$ cat src/rtl/mmio_pkg.sv
// Shared definitions for the memory-mapped UART transmitter:
// register offsets, STATUS bit positions and the transmit FSM states.
package mmio_pkg;

   localparam logic [1:0] OFF_TXDATA = 2'd0;
   localparam logic [1:0] OFF_STATUS = 2'd1;
   localparam logic [1:0] OFF_CTRL   = 2'd2;

   localparam int ST_FULL    = 0;
   localparam int ST_EMPTY   = 1;
   localparam int ST_BUSY    = 2;
   localparam int ST_OVF     = 3;
   localparam int ST_CNT_LSB = 4;

   typedef enum logic [1:0] {
      IDLE  = 2'd0,
      START = 2'd1,
      DATA  = 2'd2,
      STOP  = 2'd3
   } tx_state_e;

   // STATUS exposes only a 3-bit occupancy, so deeper FIFOs saturate at 7
   function automatic logic [2:0] sat3(input int unsigned n);
      return (n > 7) ? 3'd7 : n[2:0];
   endfunction

endpackage

$ cat src/rtl/sync_fifo.sv
// Single-clock FIFO; a push into a full FIFO is accepted only when a pop
// frees a slot in the same cycle.
module sync_fifo #(
   parameter int WIDTH = 8,
   parameter int DEPTH = 4
) (
   input  logic                     clk,
   input  logic                     reset,
   input  logic                     push,
   input  logic                     pop,
   input  logic [WIDTH-1:0]         din,
   output logic [WIDTH-1:0]         dout,
   output logic                     full,
   output logic                     empty,
   output logic [$clog2(DEPTH):0]   count
);
   localparam int AW = $clog2(DEPTH);
   localparam int CW = AW + 1;

   logic [WIDTH-1:0] mem [DEPTH];
   logic [AW-1:0]    wr_ptr, rd_ptr;
   logic             do_push, do_pop;

   assign full    = (count == CW'(DEPTH));
   assign empty   = (count == '0);
   assign do_pop  = pop && !empty;
   assign do_push = push && (!full || do_pop);
   assign dout    = mem[rd_ptr];

   always_ff @(posedge clk or negedge reset) begin
      if (!reset) begin
         wr_ptr <= '0;
         rd_ptr <= '0;
         count  <= '0;
      end else begin
         if (do_push) wr_ptr <= wr_ptr + 1'b1;
         if (do_pop)  rd_ptr <= rd_ptr + 1'b1;
         count <= count + CW'(do_push) - CW'(do_pop);
      end
   end

   always_ff @(posedge clk) begin
      if (do_push) mem[wr_ptr] <= din;
   end

endmodule

$ cat src/rtl/mmio_uart_tx.sv
// Memory-mapped 8N1 UART transmitter: TXDATA/STATUS/CTRL register window
// in front of a TX FIFO and a start/data/stop serializer.
module mmio_uart_tx
   import mmio_pkg::*;
#(
   parameter logic [31:0] BASE_ADDR    = 32'h0000_0100,
   parameter int          CLKS_PER_BIT = 16,
   parameter int          FIFO_DEPTH   = 4
) (
   input  logic        clk,
   input  logic        reset,
   input  logic        MemWrite,
   input  logic [31:0] DataAdr,
   input  logic [31:0] WriteData,
   output logic [31:0] ReadData,
   output logic        sel,
   output logic        tx
);
   localparam int          CW       = $clog2(FIFO_DEPTH) + 1;
   localparam logic [15:0] BAUD_MAX = 16'(CLKS_PER_BIT - 1);

   tx_state_e       state, state_nxt;
   logic [15:0]     baud_cnt, baud_nxt;
   logic [2:0]      bit_idx, bit_nxt;
   logic [7:0]      shreg, head;
   logic [CW-1:0]   count;
   logic [1:0]      off;
   logic            enable, overflow, busy, baud_end;
   logic            wr_txdata, wr_status, wr_ctrl;
   logic            pop, full, empty;
   logic            unused_bits;

   assign unused_bits = ^{DataAdr[1:0], WriteData[31:8]};

   assign sel       = (DataAdr[31:4] == BASE_ADDR[31:4]);
   assign off       = DataAdr[3:2];
   assign wr_txdata = MemWrite && sel && (off == OFF_TXDATA);
   assign wr_status = MemWrite && sel && (off == OFF_STATUS);
   assign wr_ctrl   = MemWrite && sel && (off == OFF_CTRL);
   assign busy      = (state != IDLE);

   sync_fifo #(.WIDTH(8), .DEPTH(FIFO_DEPTH)) u_fifo (
      .clk   (clk),
      .reset (reset),
      .push  (wr_txdata),
      .pop   (pop),
      .din   (WriteData[7:0]),
      .dout  (head),
      .full  (full),
      .empty (empty),
      .count (count)
   );

   always_comb begin
      ReadData = '0;
      if (sel) begin
         case (off)
            OFF_STATUS: begin
               ReadData[ST_CNT_LSB +: 3] = sat3(int'(count));
               ReadData[ST_OVF]          = overflow;
               ReadData[ST_BUSY]         = busy;
               ReadData[ST_EMPTY]        = empty;
               ReadData[ST_FULL]         = full;
            end
            OFF_CTRL: ReadData[0] = enable;
            default:  ReadData = '0;
         endcase
      end
   end

   // A push on a full FIFO is only lost when the serializer is not popping
   always_ff @(posedge clk or negedge reset) begin
      if (!reset) begin
         enable   <= 1'b0;
         overflow <= 1'b0;
      end else begin
         if (wr_ctrl) enable <= WriteData[0];
         if (wr_txdata && full && !pop)
            overflow <= 1'b1;
         else if (wr_status && WriteData[ST_OVF])
            overflow <= 1'b0;
      end
   end

   always_ff @(posedge clk or negedge reset) begin
      if (!reset) begin
         state    <= IDLE;
         baud_cnt <= '0;
         bit_idx  <= '0;
      end else begin
         state    <= state_nxt;
         baud_cnt <= baud_nxt;
         bit_idx  <= bit_nxt;
      end
   end

   always_ff @(posedge clk) begin
      if (pop) shreg <= head;
   end

   assign baud_end = (baud_cnt == BAUD_MAX);

   always_comb begin
      state_nxt = state;
      baud_nxt  = baud_end ? '0 : baud_cnt + 16'd1;
      bit_nxt   = bit_idx;
      pop       = 1'b0;
      case (state)
         IDLE: begin
            baud_nxt = '0;
            if (enable && !empty) begin
               pop       = 1'b1;
               state_nxt = START;
            end
         end
         START: if (baud_end) state_nxt = DATA;
         DATA: begin
            if (baud_end) begin
               bit_nxt = bit_idx + 3'd1;
               if (bit_idx == 3'd7) state_nxt = STOP;
            end
         end
         STOP: begin
            // chain straight into the next frame when more data is queued
            if (baud_end) begin
               if (enable && !empty) begin
                  pop       = 1'b1;
                  state_nxt = START;
               end else begin
                  state_nxt = IDLE;
               end
            end
         end
         default: state_nxt = IDLE;
      endcase
   end

   always_comb begin
      tx = 1'b1;
      case (state)
         START:   tx = 1'b0;
         DATA:    tx = shreg[bit_idx];
         default: tx = 1'b1;
      endcase
   end

endmodule
$ cat config.mk
export PLATFORM = sky130hd
export DESIGN_NAME = mmio_uart_tx
export DESIGN_NICKNAME = d
export VERILOG_FILES = /design/src/rtl/mmio_pkg.sv /design/src/rtl/sync_fifo.sv /design/src/rtl/mmio_uart_tx.sv
export SDC_FILE = /design/constraint.sdc
export NUM_CORES = 1
export LEC_CHECK = 0
export ABC_AREA = 0
export CELL_PAD_IN_SITES_DETAIL_PLACEMENT = 1
export CELL_PAD_IN_SITES_GLOBAL_PLACEMENT = 1
export CORE_UTILIZATION = 34
export DETAILED_ROUTE_END_ITERATION = 8
export MAX_ROUTING_LAYER = met4
export PLACE_DENSITY = 0.8
export SLEW_MARGIN = 20
export SYNTH_ARGS = -nofsm -noshare
export SYNTH_HDL_FRONTEND = slang
export SYNTH_HIERARCHICAL = 1
export SYNTH_SLANG_ARGS = --single-unit
$ cat constraint.sdc
create_clock -name clk -period 2.9 [get_ports clk]
set_clock_uncertainty 0.05 [all_clocks]
set_input_delay 0.58 -clock clk [delete_from_list [all_inputs] [get_ports clk]]
set_output_delay 0.58 -clock clk [all_outputs]
set_load 0.02 [all_outputs]
==> results.json, run 1 <==
{
  "outcome": "complete, but fails checks",
  "violations": "setup timing",
  "power_density_nw_per_um2": 421,
  "slowest_stage": "clkdlybuf4s50_1",
  "final_util": 0.468,
  "syn_area_per_cell_sq_um": 13.5,
  "grt_pass1_wl_um": 12500,
  "seq_area_sq_um": 1950,
  "drtIter0Drc": 22,
  "fin_ws_ns": -0.0102,
  "highest_layer": "met4",
  "cp_top_family": "buffers and inverters",
  "placement_rows": 36,
  "synth_top_cell_by_area": "edfxtp_1",
  "switching_share": 0.256,
  "wl_met3_um": 178,
  "synth_xor_area_frac": 0.0500,
  "async_flop_share": 0.429,
  "internal-power_mw": 1.45,
  "post-dp-hpwl_um": 5390,
  "dieArea_sq_um": 10700,
  "yosysMostFrequentCell": "edfxtp_1",
  "post-route-period-util": 1.00,
  "total_power_mw": 1.95,
  "wl_per_cell_um": 15.8,
  "routed_wl_um": 7690,
  "track_usage": 0.166,
  "p_leak_nw": 1.84,
  "comb_power_share": 0.063,
  "r2r_end": "u_fifo/count[2]",
  "rsz0062_at_grt": "yes",
  "clock_path_buffers": 2,
  "cts_buffers": 9,
  "r2r_slack_ns": 0.05,
  "hold_viol": 0,
  "cpPeakStageDelay_ns": 0.41,
  "clock.fmax_ghz": 0.344,
  "clock_sinks": 70,
  "dr_wl_met2_um": 4390,
  "worstPathCellList": "clkdlybuf4s50_1 > nor4_1 > nand4_1 > buf_4 > buf_4 > nor4_2 > buf_4",
  "hold_path.class": "reg2reg",
  "critPathArrivalTime_ns": 2.28,
  "synthCells": 260,
  "synth-adder-area-share": 0.0593,
  "slew_headroom": 0.590,
  "synthSimpleGateAreaFrac": 0.140,
  "finalNetCount": 431,
  "place.port_buffers": 49,
  "seq_power_share": 0.541,
  "placed_cells": 462,
  "antenna_found_initial": 0,
  "cpMostUsedCell": "buf_4",
  "yosysWarnings": 6,
  "ir_worst_vdd_uv": 284,
  "final-max-slew-violation-count": 0,
  "yosysTopAreaCellShare": 0.343,
  "start_util": 0.355,
  "design.core.area_sq_um": 9860,
  "fp.dieW_um": 103,
  "whs_path_depth": 1,
  "setup_violations": 1,
  "grt_max_degree": 31,
  "seq_area_frac_synth": 0.557,
  "r2r_cells": 12,
  "area_delta_synth_final_pct": 31.9,
  "fp.dieH_um": 103,
  "cts_tree": "yes",
  "drtAntennaViolNets": 0,
  "multi_input_area_sq_um": 1450,
  "cp-start-kind": "input port",
  "first_global_vias": 2547,
  "synth_top_family_by_area": "simple AND/OR/NAND/NOR gates",
  "yosys_register_bits": 70,
  "cts-htree-levels": 3,
  "synth-edff-count": 40,
  "p_sw_mw": 0.498,
  "clk_latency_ns": 0.35,
  "hold_start": "bit_idx[0]",
  "crit_buf_inv": 4,
  "synth_compound_area_frac": 0.0300,
  "layout-drive-gt1-share": 0.278,
  "fillers": 1027,
  "power.share.clock": 0.397,
  "r2r_start": "baud_cnt[10]",
  "pin_count": 101,
  "synthFlopType": "edfxtp_1",
  "cp-end-kind": "primary output",
  "ys_types": 46,
  "wirelength_met1_um": 3040,
  "routed_via_density": 4.66,
  "final_cells": 486,
  "ys_top_cells_by_area": "edfxtp_1, dfrtp_1, mux4_2",
  "worstHoldEndpoint": "bit_idx[0]",
  "critPathKind": "in2out",
  "place_congestion": 0.736,
  "diodes": 0,
  "clkTransAtPathRegs_ns": 0.08,
  "vias": 2267,
  "cts_root_buffer": "clkbuf_8",
  "path_depth": 7,
  "grt_overflow": 0,
  "synth_common_cells": "edfxtp_1, dfrtp_1, buf_4, nor2_1, ha_1",
  "crit_required_ns": 2.27,
  "syn_area_sq_um": 3500,
  "tightest_slew_ns": 0.609,
  "maxCapViolCount": 0,
  "cp_max_fo": 2,
  "firstDrtPassIters": 4,
  "drc_errors": 0,
  "synthMuxAreaShare": 0.0868,
  "period_needed_ns": 2.91,
  "postCtsHoldBufs": 0
}
==> worst register-to-register path, stage by stage, from the launching register on <==
cell,delay (ns)
dfrtp_1,0.43
nor4_4,0.33
and4_4,0.27
a21oi_1,0.08
or3_4,0.41
inv_4,0.08
o31ai_2,0.07
or2_1,0.23
a21bo_1,0.20
ha_2,0.18
fa_2,0.21
xnor2_2,0.12
xnor2_1,0.14
==> kinds of logic (layout without fill, tap and decap cells) <==
kind of cell    after synthesis  count (layout)
compound gates               11              11
xor+xnor                     20              20
fa+ha+maj                    16              16
buf+inv                      44             113
flops                        70              70
mux                          17              17
other cells                   1              25
simple gates                 81              81
==> worst max-delay path by stage <==
stage,startpoint,end,slack (ns)
after floorplan,DataAdr[6],u_fifo/count[2],0.006
after global placement,DataAdr[13],ReadData[3],-0.40
after detailed placement,DataAdr[9],u_fifo/count[2],-0.48
after CTS,DataAdr[11],ReadData[4],0.0008
after global routing,DataAdr[9],u_fifo/count[2],-0.09
final,DataAdr[5],ReadData[1],-0.01
==> state kept, by name, indices dropped and copies added, names as in the netlist <==
signal / cells
shreg: 8
baud_cnt: 16
u_fifo/mem: 32
bit_idx: 3
u_fifo/wr_ptr: 2
enable: 1
u_fifo/rd_ptr: 2
state: 2
u_fifo/count: 3
overflow: 1
==> through the flow <==
stage / setup WS, ns / hold slack [ns] / TNS (ns) / instance area [sq um]
6_report: -0.0102 / 0.490 / -0.0102 / 4620
5_1_grt: -0.0922 / 0.525 / -0.378 / 4620
4_1_cts: 0.000796 / 0.494 / 0 / 4540
3_5_place_dp: -0.478 / 0.439 / -7.42 / 4280
3_3_place_gp: -0.395 / 0.419 / -3.77 / 4280
2_1_floorplan: 0.00623 / 0.234 / 0 / 3590
==> cell usage in the layout (no fill, tap or decap), types with 4 or more instances in the layout <==
cell type and instances:
edfxtp_1 40, clkdlybuf4s50_1 39, buf_4 31, dfrtp_1 28, conb_1 25, nor2_1 20
ha_1 14, inv_1 13, xnor2_1 11, mux4_2 10, nand3_1 10, clkbuf_8 9
nand2_1 8, xor2_1 8, and2_1 7, nor4_1 5, buf_6 5, nor4_4 4
and3_1 4, buf_12 4
==> routing by layer <==
| layer | track usage | up-vias |
|---|---|---|
| li1 | - | 1064 |
| met1 | 0.175 | 1161 |
| met2 | 0.303 | 36 |
| met3 | 0.0444 | 6 |
| met4 | 0.0455 | 0 |
| met5 | - | - |
==> cell type report <==
class | instances | area share
inverter | 14 | 0.0119
sequential | 70 | 0.423
clock buffer | 9 | 0.0268
timing repair buffer | 83 | 0.173
multi-input combinational | 170 | 0.314
tap | 133 | 0.0360
clock inverter | 7 | 0.0149
==> power by group through the flow <==
| stage | logic [mW] | registers, mW | clock network, mW |
|---|---|---|---|
| 6_report | 0.122 | 1.05 | 0.772 |
| 3_5_place_dp | 0.118 | 1.07 | 0 |
| 2_1_floorplan | 0.0646 | 1.07 | 0 |
| 5_1_grt | 0.133 | 1.05 | 0.842 |
| 4_1_cts | 0.120 | 1.05 | 0.803 |
| 3_3_place_gp | 0.113 | 1.07 | 0 |
==> repair_timing <==
action                     in CTS  in global routing
resized for setup              41                 21
setup endpoints to repair      10                 11
hold endpoints to repair        0                  0
pin swaps                       9                  7
cloned                          0                  0
setup buffers                   8                  0
(Power assumes the default switching activity.)
==> run 2, diff against run 1 <==
CORE_UTILIZATION = 38   (was 34)
PLACE_DENSITY = unset   (was 0.8)
PLACE_DENSITY_LB_ADDON = 0.1   (was unset)
clock period = 2.7 ns   (was 2.9 ns; I/O delays follow)
==> results.json, run 2 (same netlist as run 1, synthesis figures left out) <==
{
  "final-max-slew-violation-count": 0,
  "design.core.area_sq_um": 8810,
  "crit_buf_inv": 1,
  "violations": "DRC, setup timing",
  "outcome": "complete, but fails checks",
  "cts_tree": "yes",
  "clock_path_buffers": 2,
  "cp-start-kind": "flip-flop",
  "slowest_stage": "fa_2",
  "cts-htree-levels": 3,
  "layout-drive-gt1-share": 0.349,
  "fillers": 918,
  "first_global_vias": 2468,
  "drc_errors": 4,
  "slew_headroom": 0.548,
  "worstPathCellList": "nor4_4 > and4_4 > a21oi_2 > or3_4 > clkinv_4 > o31ai_4 > or2_1 > a21bo_1 > ha_2 > fa_2",
  "place_congestion": 0.746,
  "hold_path.class": "in2async",
  "wl_per_cell_um": 16.1,
  "pin_count": 101,
  "area_delta_synth_final_pct": 37.4,
  "seq_area_sq_um": 1950,
  "clkTransAtPathRegs_ns": 0.09,
  "p_leak_nw": 2.08,
  "total_power_mw": 2.06,
  "cp_max_fo": 3,
  "final_util": 0.546,
  "fp.dieH_um": 98,
  "hold_viol": 0,
  "track_usage": 0.176,
  "routed_via_density": 4.76,
  "placement_rows": 34,
  "vias": 2300,
  "most-common-layout-cells": "buf_4, edfxtp_1, dfrtp_1",
  "fin_setup_tns_ns": -0.182,
  "drtAntennaViolNets": 0,
  "finalNetCount": 453,
  "period_needed_ns": 2.80,
  "cts_buffers": 9,
  "firstDrtPassIters": 8,
  "critPathArrivalTime_ns": 2.98,
  "grt_overflow": 0,
  "fp.dieW_um": 98,
  "grt_pass1_wl_um": 12400,
  "mostFrequentLayoutCell": "buf_4",
  "regMostFlops": "u_fifo/mem",
  "largest_reg_flops": 32,
  "cpPeakStageDelay_ns": 0.43,
  "dieArea_sq_um": 9600,
  "clk_latency_ns": 0.36,
  "critPathKind": "reg2reg",
  "post-dp-hpwl_um": 5810,
  "tightest_slew_ns": 0.671,
  "power_density_nw_per_um2": 428,
  "largest_registers": "u_fifo/mem (32), baud_cnt (16), shreg (8)",
  "place.port_buffers": 49,
  "post-route-period-util": 1.04,
  "postCtsHoldBufs": 0,
  "maxCapViolCount": 0,
  "cp_top_family": "simple AND/OR/NAND/NOR gates",
  "clock.fmax_ghz": 0.357,
  "post-place-ws_ns": -0.565,
  "crit_required_ns": 2.88,
  "fin_ws_ns": -0.102,
  "ir_worst_vdd_uv": 266,
  "clock_sinks": 70,
  "start_util": 0.398,
  "cts_root_buffer": "clkbuf_8",
  "cp-end-kind": "flip-flop",
  "antenna_found_initial": 0,
  "grt_max_degree": 16,
  "drtIter0Drc": 51,
  "routed_wl_um": 7790,
  "rsz0062_at_grt": "yes",
  "multi_input_area_sq_um": 1530,
  "diodes": 0,
  "setup_violations": 2
}
-- run 2: worst reg2reg max path, stage by stage, from the launching register on --
cell and delay (ns):
dfrtp_1 0.42, nor4_4 0.33, and4_4 0.28, a21oi_2 0.06
or3_4 0.39, clkinv_4 0.07, o31ai_4 0.06, or2_1 0.23
a21bo_1 0.18, ha_2 0.16, fa_2 0.43
-- run 2: repair_timing --
| action | 4_1_cts | 5_1_grt |
|---|---|---|
| gates resized for setup | 59 | 39 |
| endpoints found under the setup margin | 11 | 42 |
| setup buffers | 3 | 7 |
| pin swaps | 7 | 14 |
-- run 2: power by group --
part	internal [mW]	switching, mW
Sequential	1.13	0.000603
Clock	0.352	0.449
Combinational	0.0566	0.0744
-- run 2: layout make-up --
type                    count  share of cell area
well taps                 108              0.0281
repair buffers            105               0.198
multi-input cells         170               0.317
flip-flops and latches     70               0.406
clock inverters             7              0.0127
inverters                  14              0.0120
clock buffers               9              0.0257
-- run 2: worst paths after layout --
kind / from / end / slack, ns / cells past startpoint
hold / removal: reset / baud_cnt[4] / 0.30 / 1
max in group asynchronous: reset / overflow / 1.89 / 2
hold reg to reg: overflow / overflow / 0.44 / 1
setup reg to reg: baud_cnt[10] / u_fifo/count[1] / -0.10 / 10
setup / recovery: baud_cnt[10] / u_fifo/count[1] / -0.10 / 10
min in group clk: overflow / overflow / 0.44 / 1
-- run 2: routing by layer --
metal | up-vias | GRT usage | share of wire
met2 | 32 | 0.318 | 0.56
met1 | 1144 | 0.189 | 0.40
met5 | - | - | 0
li1 | 1109 | - | -
met3 | 15 | 0.0394 | 0.026
met4 | 0 | 0.0629 | 0.020
-- run 2: metrics by stage --
| step | instance area (sq um) | instances | hold slack (ns) |
|---|---|---|---|
| floorplan | 3630 | 284 | 0.194 |
| global placement | 4420 | 458 | 0.420 |
| detailed placement | 4420 | 458 | 0.427 |
| CTS | 4640 | 477 | 0.283 |
| global route | 4810 | 483 | 0.282 |
| finish | 4810 | 483 | 0.300 |
